File: config.mk
export PLATFORM = sky130hd
export DESIGN_NAME = exibe_sequencia
export DESIGN_NICKNAME = d
export VERILOG_FILES = /design/src/rtl/exibe_sequencia_pkg.sv /design/src/rtl/exibe_sequencia_contador_tempo.sv /design/src/rtl/exibe_sequencia.sv
export SDC_FILE = /design/constraint.sdc
export NUM_CORES = 1
export LEC_CHECK = 0
export ABC_AREA = 1
export BUFFER_PORTS_ARGS = -buffer_cell sky130_fd_sc_hd__buf_2
export CORE_ASPECT_RATIO = 0.75
export CORE_MARGIN = 5
export CORE_UTILIZATION = 44
export CTS_CLUSTER_SIZE = 40
export DETAILED_ROUTE_END_ITERATION = 8
export GPL_ROUTABILITY_DRIVEN = 0
export PLACE_DENSITY = 0.61
export SLEW_MARGIN = 20
export SYNTH_ARGS = -nofsm -noshare
export SYNTH_HDL_FRONTEND = slang
export SYNTH_HIERARCHICAL = 1
export SYNTH_SLANG_ARGS = --single-unit
File: constraint.sdc
create_clock -name clock -period 3.5 [get_ports clock]
set_clock_uncertainty 0.05 [all_clocks]
set_input_delay 0.7 -clock clock [delete_from_list [all_inputs] [get_ports clock]]
set_output_delay 0.7 -clock clock [all_outputs]
set_load 0.05 [all_outputs]
File: src/rtl/exibe_sequencia_pkg.sv
// Shared definitions for the sequence presenter: state codes shown on the
// hex display and default timing values.
package exibe_sequencia_pkg;

    // State codes double as the db_estado value driven to the hex display.
    typedef enum logic [3:0] {
        INICIAL = 4'h0,
        CARREGA = 4'h1,
        ESPERA  = 4'h2,
        ACESO   = 4'h3,
        APAGADO = 4'h4,
        FIM     = 4'hF
    } estado_t;

    localparam int TEMPO_ACESO_PADRAO   = 500;
    localparam int TEMPO_APAGADO_PADRAO = 250;
    localparam int ADDR_W_PADRAO        = 4;
    localparam int DATA_W_PADRAO        = 4;

endpackage

File: src/rtl/exibe_sequencia_contador_tempo.sv
// Interval timer: counts while conta is high, clears on zera, and flags the
// last cycle of an M-cycle interval with fim.
module contador_tempo #(
    parameter int M = 2
) (
    input  logic clock,
    input  logic reset,
    input  logic zera,
    input  logic conta,
    output logic fim
);

    // A one-cycle interval still needs a one-bit register to exist.
    localparam int W = (M > 1) ? $clog2(M) : 1;
    localparam logic [W-1:0] ULTIMO = W'(M - 1);

    logic [W-1:0] contagem;

    // Cycle counter; zera has priority so the owning state always starts from 0.
    always_ff @(posedge clock or posedge reset) begin
        // NOTE: non-blocking assignments keep every register sampling the
        // pre-edge value of its neighbours, whatever the statement order.
        if (reset) begin
            contagem <= '0;
        end else if (zera) begin
            contagem <= '0;
        end else if (conta) begin
            contagem <= contagem + W'(1);
        end
    end

    assign fim = (contagem == ULTIMO);

endmodule

File: src/rtl/exibe_sequencia.sv
// Sequence presenter for the memory game: walks memory positions 0..limite,
// lights each stored value on the LEDs for TEMPO_ACESO cycles followed by a
// mandatory TEMPO_APAGADO dark gap, then pulses pronto once.
module exibe_sequencia
    import exibe_sequencia_pkg::*;
#(
    parameter int TEMPO_ACESO   = TEMPO_ACESO_PADRAO,
    parameter int TEMPO_APAGADO = TEMPO_APAGADO_PADRAO,
    parameter int ADDR_W        = ADDR_W_PADRAO,
    parameter int DATA_W        = DATA_W_PADRAO
) (
    input  logic              clock,
    input  logic              reset,
    input  logic              iniciar,
    input  logic              abortar,
    input  logic [ADDR_W-1:0] limite,
    output logic [ADDR_W-1:0] endereco,
    input  logic [DATA_W-1:0] dado,
    output logic [DATA_W-1:0] leds,
    output logic              exibindo,
    output logic              pronto,
    output logic [3:0]        db_estado
);

    estado_t           estado;
    estado_t           estado_prox;
    logic [ADDR_W-1:0] idx;
    logic [ADDR_W-1:0] lim_reg;
    logic [DATA_W-1:0] leds_reg;
    logic              fim_aceso;
    logic              fim_apagado;

    // Each timer runs only inside its own state and is held at zero elsewhere,
    // so entering ACESO or APAGADO always starts a fresh interval.
    contador_tempo #(.M(TEMPO_ACESO)) u_tempo_aceso (
        .clock (clock),
        .reset (reset),
        .zera  (estado != ACESO),
        .conta (estado == ACESO),
        .fim   (fim_aceso)
    );

    contador_tempo #(.M(TEMPO_APAGADO)) u_tempo_apagado (
        .clock (clock),
        .reset (reset),
        .zera  (estado != APAGADO),
        .conta (estado == APAGADO),
        .fim   (fim_apagado)
    );

    // State register.
    always_ff @(posedge clock or posedge reset) begin
        if (reset) begin
            estado <= INICIAL;
        end else begin
            estado <= estado_prox;
        end
    end

    // Next-state logic; abortar overrides everything once a run is under way.
    always_comb begin
        // NOTE: assigning the default first means every path drives
        // estado_prox, so no latch is inferred.
        estado_prox = estado;
        if (estado != INICIAL && abortar) begin
            estado_prox = INICIAL;
        end else begin
            case (estado)
                INICIAL: if (iniciar && !abortar) estado_prox = CARREGA;
                CARREGA: estado_prox = ESPERA;
                ESPERA:  estado_prox = ACESO;
                ACESO:   if (fim_aceso) estado_prox = APAGADO;
                APAGADO: if (fim_apagado) estado_prox = (idx == lim_reg) ? FIM : CARREGA;
                FIM:     estado_prox = INICIAL;
                default: estado_prox = INICIAL;
            endcase
        end
    end

    // Datapath: latch limite at start, step the address only when another
    // position follows (so idx never wraps), and capture the read word.
    always_ff @(posedge clock or posedge reset) begin
        if (reset) begin
            idx      <= '0;
            lim_reg  <= '0;
            leds_reg <= '0;
        end else begin
            if (estado == INICIAL && estado_prox == CARREGA) begin
                lim_reg <= limite;
                idx     <= '0;
            end
            if (estado == APAGADO && estado_prox == CARREGA) begin
                idx <= idx + ADDR_W'(1);
            end
            if (estado == ESPERA) begin
                leds_reg <= dado;
            end
        end
    end

    // Outputs are decoded from registers only.
    assign endereco  = idx;
    assign leds      = (estado == ACESO) ? leds_reg : '0;
    assign exibindo  = (estado != INICIAL);
    assign pronto    = (estado == FIM);
    assign db_estado = estado;

endmodule

* Word level (Yosys, flattened, before mapping)
Cells that the tools add are included.
** Storage, ports and cells
- Output and inout port bits :: 14
- Bits in registers :: 33
- Word-level logic and storage cells :: 43
- Input bits :: 12
** Cells by class
- Reduce and logical (&&, ||, !) cells :: 10
- Add/sub/neg operators :: 3
- Equality and inequality tests :: 11
- Multiplexer cells :: 13
** Operators with widths (number)
- 4-bit 2-to-1 mux :: 8
- 4-bit case mux with 5 select lines :: 1
- 9-bit 2-to-1 mux :: 2
- 8-bit 2-to-1 mux :: 2
- 9-bit by 1-bit adder with 9-bit output, second input constant :: 1
- 9-bit equality test, second input constant :: 1
- 8-bit by 1-bit adder with 8-bit output, second input constant :: 1
- 4-bit by 1-bit equality test with 1-bit output, second input constant :: 2
- 4-bit by 2-bit equality test with 1-bit output, second input constant :: 2
- 8-bit equality test, second input constant :: 1
- 2-bit nonzero test :: 3
- 4-bit by 1-bit adder with 4-bit output, second input constant :: 1
- 4-bit by 3-bit equality test with 1-bit output, second input constant :: 1
- 4-bit equality test :: 1
- 4-bit equality test, second input constant :: 1
- 1-bit logical AND :: 4
- 4-bit logical NOT :: 1
- 4-bit by 2-bit inequality test with 1-bit output, second input constant :: 1
- 4-bit by 3-bit inequality test with 1-bit output, second input constant :: 1
- 4-bit nonzero test :: 1
- 1-bit logical NOT :: 1

* Logic depth before layout (Yosys ltp)
Gate-level depths: netlist of run 1.
- Depth in word-level cells :: 9
- Depth in mapped cells :: 11
- Mapped depth without buffers :: 11

* Cells and area by module
Netlist of run 1, hierarchy kept.
** Modules (own cells, without submodules)
- exibe_sequencia :: area each 912.1 um^2, times used 1, cells an instance 120, sequential area each 400.4 um^2
- contador_tempo (u_tempo_aceso) :: area each 521.8 um^2, times used 1, cells an instance 68, sequential area each 225.2 um^2
- contador_tempo (u_tempo_apagado) :: area each 475.5 um^2, times used 1, cells an instance 62, sequential area each 200.2 um^2

* Least setup slack after synthesis of run 1
No wires, ideal clock.
- Path kind :: reg2out
- Start point :: register estado[1], in the netlist db_estado[1]
- End point :: output leds[0]
- Arrival :: 2006 ps
- Stages on the path, launching flop included :: 5
- Path buffers :: 0
- Data required time :: 2750 ps
- Slack :: 744 ps
- Cell sequence :: dfrtp_1 -> nand2_1 -> nor2_1 -> inv_1 -> nor2_1
** Between the ends
- Cells in the longest elaborated chain, start to end :: 2
** RTL lines
- start: declaration :: RTL line exibe_sequencia.sv:25 : estado_t estado;
- start signal: assignment :: RTL line exibe_sequencia.sv:56 : estado <= estado_prox;
- 4-bit by 2-bit equality test with 1-bit output :: RTL line exibe_sequencia.sv:103 : assign leds = (estado == ACESO) ? leds_reg : '0;
- 4-bit 2-to-1 mux :: RTL line exibe_sequencia.sv:103
- end: declaration :: RTL line exibe_sequencia.sv:19 : output logic [DATA_W-1:0] leds,
No other way between the ends.

* Worst setup path in the final report of run 1
- Start point :: register estado[3], in the netlist db_estado[3]
- End point :: output leds[1]
Same word-level chain as after synthesis.

==> results of run 1 <==
cells in the mapped netlist:
library cell  number
nor2_4             5
nor2_1            35
nand2_2            6
nor2_2             4
clkinv_1           1
nand2_1           51
inv_1             40
o21ai_0            7
inv_2              7
o21bai_1           1
nand4_1            3
nand3_2            4
o22ai_1            1
nand2_4            2
a21oi_1           15
nand3b_1           2
nor2_8             1
nor4_1             2
xnor2_1            1
dfrtp_1           33
nand3_4            1
a22oi_1            1
nor3_1             5
nand3_1           15
xor2_1             2
o211ai_1           1
ha_1               4
per-layer routing:
layer / global-route usage / part of all wire / up-vias
met1: 0.221 / 0.56 / 703
met5: 0 / 0 / -
met2: 0.215 / 0.37 / 29
li1: - / - / 840
met3: 0.0494 / 0.057 / 4
met4: 0.0534 / 0.010 / 0
power groups by stage:
stage	clock [mW]	combinational (mW)	sequential (mW)
floorplan	0	0.342	0.513
global placement	0	0.475	0.477
detailed placement	0	0.472	0.481
CTS	0.300	0.474	0.473
global route	0.316	0.524	0.481
finish	0.288	0.469	0.473
per-stage QoR:
stage                util  power (mW)
floorplan               -       0.855
global placement    0.509       0.951
detailed placement  0.509       0.953
CTS                 0.530        1.25
global route        0.530        1.32
finish              0.530        1.23
worst paths after layout:
path | start | end | depth (start not counted) | slack (ps)
max | db_estado[3] | leds[1] | 6 | 910
min | reset | u_tempo_apagado/contagem[4] | 2 | 340
max reg2reg | u_tempo_aceso/contagem[0] | endereco[1] | 8 | 1450
min reg2reg | u_tempo_aceso/contagem[1] | u_tempo_aceso/contagem[1] | 2 | 460
max in group asynchronous | reset | endereco[1] | 2 | 2500
min in group clock | u_tempo_aceso/contagem[1] | u_tempo_aceso/contagem[1] | 2 | 460
final cells by class:
cell class	count	area [sq um]
Sequential cell	33	826
Inverter	48	180
Tap cell	55	68.8
Fill cell	409	1940
Timing Repair Buffer	25	125
Multi-Input combinational cell	169	903
Clock buffer	7	86.3
cell families after synthesis:
logic type,Yosys count,synth area share
buf+inv,48,0.0944
fa+ha+maj,4,0.0262
simple gates,136,0.360
compound gates,26,0.0727
xor+xnor,3,0.0138
flops,33,0.433
critical path, cell delays in order (launching register included):
cell and delay (ps):
dfrtp_1 400, inv_1 90, nand2_2 80, nor2_1 340, inv_1 250, nor2_1 130, buf_2 270
==> results.ini, run 1 <==
[sta]
setup-violations-final = 0
worstMarginPinSlew_ps = 649
final.setup.worst_slack_ps = 907
hold_viol_final = 0
period_minus_slack_ps = 2590
finalSetupTns_ps = 0
max_slew_margin = 0.567
fin_crit_sh = 0.741
slew_violations = 0
fmax_mhz = 386
whs_ps = 337
grt_setup_unrepaired = false

[floorplan]
initial_core_util = 0.462
die-area_sq_mm = 0.00577
fp.dieW_um = 86.1
core_sq_mm = 0.00413
die_h_um = 67.1
rows = 20
io_pins = 26

[min_path]
hold_class = in -> async

[synthesis]
syn-num-nets = 266
syn_avg_cell_area_sq_um = 7.64
synth_area_leaders = dfrtp_1 43%, nand2_1 10%, inv_1 7.9%, nor2_1 6.9%, a21oi_1 3.9%
syn_area_sq_mm = 0.00191
ys_seq_elements = 33
synth.distinct_cells = 27
ys_seq_area_frac = 0.433
synth_top_area_cell = dfrtp_1
synth_cells = 250
synth_top_area_frac = 0.433
yosysWarnings = 6

[power_and_ir_drop]
internal-power_mw = 0.719
power.density_mw_per_mm2 = 562
seqPwrFrac = 0.384
netSwitchingPower_mw = 0.510
p_leak_nw = 1.12
ir_worst_vdd_v = 0.000431
p_comb_frac = 0.382
p_clk_frac = 0.234
p_sw_frac = 0.415

[route]
wirelength_um = 3730
via_count = 1576
drtPass1Iterations = 4
route.detailed.drc = 0
drt-initial-drc-count = 61
avgViaCountPerCell = 4.68
avgRoutedWirePerCell_um = 11.1
drtAntennaViolNets = 0

[layout]
largest-register = u_tempo_aceso/contagem
instances_no_fill = 337
n_antenna_cell = 0
largest_reg_flops = 9
top_regs = u_tempo_aceso/contagem (9), u_tempo_apagado/contagem (8)
fin_area_sq_mm = 0.00219
nets = 298
final_cell_mix = 51 x nand2_1, 40 x inv_1, 35 x nor2_1, 33 x dfrtp_1, 25 x buf_2
layout-drive-gt1-share = 0.216
syn_to_final_growth_pct = 14.7
final_common_cell = nand2_1

[placement]
hpwl_um = 2820
place_inst = 330
port_buffers = 25
placed_cell_area_sq_mm = 0.00210
pre_cts_ws_ps = 1180

[critical_path]
arrival_ps = 1840
worst-endpoint-required_ps = 2750
startpoint_type = flip-flop
worstSetupPathType = reg -> out
crit_fanout = 8
end_kind = output port

[clock_network]
htree_levels = 2
clock_path_buffers = 2
cts_hold_buf = 0
cts_buffers = 5
clock-sinks = 33
clkTransAtPathRegs_ps = 60
cts_tree = built
ctsRootBufferMaster = clkbuf_8
clock_latency_ps = 280
ctsResizeCount = 0
post_cts_buffers = 0

[global_routing]
grt_max_degree = 17
track_usage = 0.154
antenna_found_initial = 0
grt_pass1_wl_um = 6980
grt_pass1_vias = 1551
grt_overflow = 0

[run_status]
outcome = finished, final reports clean

[job]
maxCapViolations = 0

Note: power is estimated with default switching activity, not from simulation.
==> run 2, diff against run 1 <==
--- a/config.mk
+++ b/config.mk
@@ -5,7 +5,7 @@
 export SDC_FILE = /design/constraint.sdc
 export NUM_CORES = 1
 export LEC_CHECK = 0
-export ABC_AREA = 1
+export ABC_AREA = 0
 export BUFFER_PORTS_ARGS = -buffer_cell sky130_fd_sc_hd__buf_2
 export CORE_ASPECT_RATIO = 0.75
 export CORE_MARGIN = 5
@@ -13,7 +13,7 @@
 export CTS_CLUSTER_SIZE = 40
 export DETAILED_ROUTE_END_ITERATION = 8
 export GPL_ROUTABILITY_DRIVEN = 0
-export PLACE_DENSITY = 0.61
+export PLACE_DENSITY = 0.64
 export SLEW_MARGIN = 20
 export SYNTH_ARGS = -nofsm -noshare
 export SYNTH_HDL_FRONTEND = slang
==> constraint.sdc (replaced) <==
create_clock -name clock -period 2.2 [get_ports clock]
set_clock_uncertainty 0.05 [all_clocks]
set_input_delay 0.44 -clock clock [delete_from_list [all_inputs] [get_ports clock]]
set_output_delay 0.44 -clock clock [all_outputs]
set_load 0.05 [all_outputs]
==> results.ini, run 2 <==
[run_status]
outcome = finished, final reports clean

[critical_path]
crit_family = simple AND/OR/NAND/NOR gates
rrSetupSlack_ps = 120  ; -1330 ps
worst-endpoint-required_ps = 1710  ; -1040 ps
arrival_ps = 1610  ; -230 ps
crit_slowest_cell = dfrtp_2
end_kind = output port
cpPeakStageDelay_ps = 470  ; +70 ps
path_buf_inv = 1  ; -2
crit_fanout = 12  ; +4
startpoint_type = flip-flop
cp_cell_sequence = nor2_1 > and3_4 > and2_1 > buf_2
worstSetupPathType = reg -> out

[clock_network]
clkTransAtPathRegs_ps = 70  ; about the same
cts_tree = built
htree_levels = 2  ; unchanged
ctsResizeCount = 0  ; unchanged
clock-sinks = 33  ; unchanged
ctsRootBufferMaster = clkbuf_8
clock_latency_ps = 290  ; about the same
clock_path_buffers = 2  ; unchanged
cts_buffers = 5  ; unchanged
post_cts_buffers = 0  ; unchanged
cts_hold_buf = 0  ; unchanged

[floorplan]
die_h_um = 64.4  ; -4.0%
io_pins = 26  ; unchanged
fp.dieW_um = 82.5  ; -4.2%
rows = 19  ; -5.0%
die-area_sq_mm = 0.00531  ; -8.0%
initial_core_util = 0.464  ; +0.00187
core_sq_mm = 0.00373  ; -9.6%

[synthesis]
synth_cells = 167  ; -33%
synth.distinct_cells = 38  ; +41%
syn_avg_cell_area_sq_um = 10.4  ; +36%
syn_area_sq_mm = 0.00173  ; -9.2%
ys_seq_elements = 33  ; unchanged
yosysWarnings = 6  ; unchanged
synth_top_area_frac = 0.477  ; +0.0440
synth_area_leaders = dfrtp_1 48%, mux2_2 5.8%, xor2_1 4.5%, ha_1 2.9%, nor2_1 2.8%
ys_seq_area_frac = 0.477  ; +0.0440
synth_top_area_cell = dfrtp_1
synth-async-reset-ratio = 1.00  ; unchanged
synth.most_common_cell = dfrtp_1
synthFlopType = dfrtp_1
syn-num-nets = 183  ; -31%
synth_edf_count = 0  ; unchanged
synthTopCellsByCount = 33 x dfrtp_1, 13 x nor2_1, 11 x nand2_1

[layout]
largest_reg_flops = 9  ; unchanged
syn_to_final_growth_pct = 20.7
nets = 220  ; -26%
instances_no_fill = 257  ; -24%
final_common_cell = dfrtp_1
layout-drive-gt1-share = 0.317  ; +0.101
top_regs = u_tempo_aceso/contagem (9), u_tempo_apagado/contagem (8)
n_fill_cell = 337  ; -18%
largest-register = u_tempo_aceso/contagem
final_core_util = 0.560  ; +0.0299
n_antenna_cell = 0  ; unchanged
ff_latch_area_sq_um = 828  ; +0.30%
multi_input_area_sq_um = 851  ; -5.8%
final_cell_mix = 31 x dfrtp_1, 25 x buf_2, 13 x nor2_1, 11 x nand2_1, 11 x buf_4

[global_routing]
track_usage = 0.152  ; -0.00197
antenna_found_initial = 0  ; unchanged
grt_max_degree = 17  ; unchanged
grt_overflow = 0  ; unchanged
grt_pass1_vias = 1308  ; -16%
grt_pass1_wl_um = 6000  ; -14%

[sta]
worstMarginPinSlew_ps = 614  ; -35.1 ps
finalSetupTns_ps = 0  ; unchanged
setup-violations-final = 0  ; unchanged
fin_crit_sh = 0.955
grt_setup_unrepaired = false
max_slew_margin = 0.590  ; +0.0234
fmax_mhz = 476
period_minus_slack_ps = 2100
hold_viol_final = 0  ; unchanged
slew_violations = 0  ; unchanged

[power_and_ir_drop]
p_leak_nw = 0.937  ; -16%
power.density_mw_per_mm2 = 963  ; +71%
ir_worst_vdd_v = 0.000460  ; +6.7%

[placement]
hpwl_um = 2660  ; -5.7%
place_inst = 249  ; -25%
port_buffers = 25  ; unchanged

[route]
wirelength_um = 3580  ; -4.0%
drtAntennaViolNets = 0  ; unchanged
route.detailed.drc = 0  ; unchanged
drt-initial-drc-count = 108  ; +77%
avgRoutedWirePerCell_um = 13.9  ; +26%
via_count = 1360  ; -14%
avgViaCountPerCell = 5.29  ; +13%
drtPass1Iterations = 4  ; unchanged

[job]
maxCapViolations = 0  ; unchanged

[min_path]
hold_class = in -> async

[run 2: layout make-up]
class | count | area share
multi-input cells | 118 | 0.407
flip-flops and latches | 33 | 0.396
repair buffers | 36 | 0.0993
clock buffers | 7 | 0.0461
well taps | 52 | 0.0311
inverters | 10 | 0.0180
clock inverters | 1 | 0.00239
[run 2: power by group]
group | leakage, nW | internal, mW | total (mW) | switching [mW]
clock | 0.0542 | 0.283 | 0.503 | 0.220
combinational | 0.446 | 0.272 | 0.710 | 0.438
sequential | 0.437 | 0.706 | 0.800 | 0.0946
total | 0.937 | 1.26 | 2.01 | 0.753
[run 2: worst paths after layout]
| path | to | cells past startpoint | from |
|---|---|---|---|
| worst max-delay path | leds[2] | 4 | db_estado[3] |
| worst min-delay path | u_tempo_apagado/contagem[5] | 2 | reset |
| worst max register to register | endereco[3] | 9 | u_tempo_apagado/contagem[1] |
| worst min register to register | leds_reg[1] | 1 | leds_reg[1] |
| max in group asynchronous | db_estado[3] | 2 | reset |
| min in group clock | leds_reg[0] | 2 | dado[0] |
[run 2: metrics by stage]
step           hold slack [ps]  worst slack (ps)  power (mW)  cell area (sq um)
2_1_floorplan              206              29.9        1.34               1740
3_3_place_gp               368               107        1.47               1970
3_5_place_dp               371              35.0        1.49               1970
4_1_cts                   57.1              20.2        2.01               2070
5_1_grt                   73.8              1.75        2.14               2090
6_report                  57.0              98.3        2.01               2090
[run 2: kinds of logic (layout without fill, tap and decap cells)]
| group | Yosys count | after routing | share of synthesized area |
|---|---|---|---|
| AO/OA/AOI/OAI | 27 | 27 | 0.108 |
| adder cells (fa/ha/maj) | 4 | 4 | 0.0289 |
| AND/OR/NAND/NOR | 64 | 64 | 0.210 |
| flip-flops | 33 | 33 | 0.477 |
| multiplexers | 11 | 11 | 0.0700 |
| buffers and inverters | 16 | 54 | 0.0455 |
| XOR/XNOR | 12 | 12 | 0.0607 |
[run 2: metal layers]
layer	global-route usage	vias up	wire length, um
met4	0.0581	0	40
met5	0	-	0
met2	0.207	41	1500
met1	0.206	644	1740
met3	0.0758	4	290
li1	-	671	-
[run 2: worst reg2reg max path, delay by kind of cell (launching register included)]
kind / cells / cell delay [ps]
AND/OR/NAND/NOR: 5 / 860
AO/OA/AOI/OAI: 2 / 520
flip-flops: 1 / 380
adder cells (fa/ha/maj): 1 / 130
buffers and inverters: 1 / 50
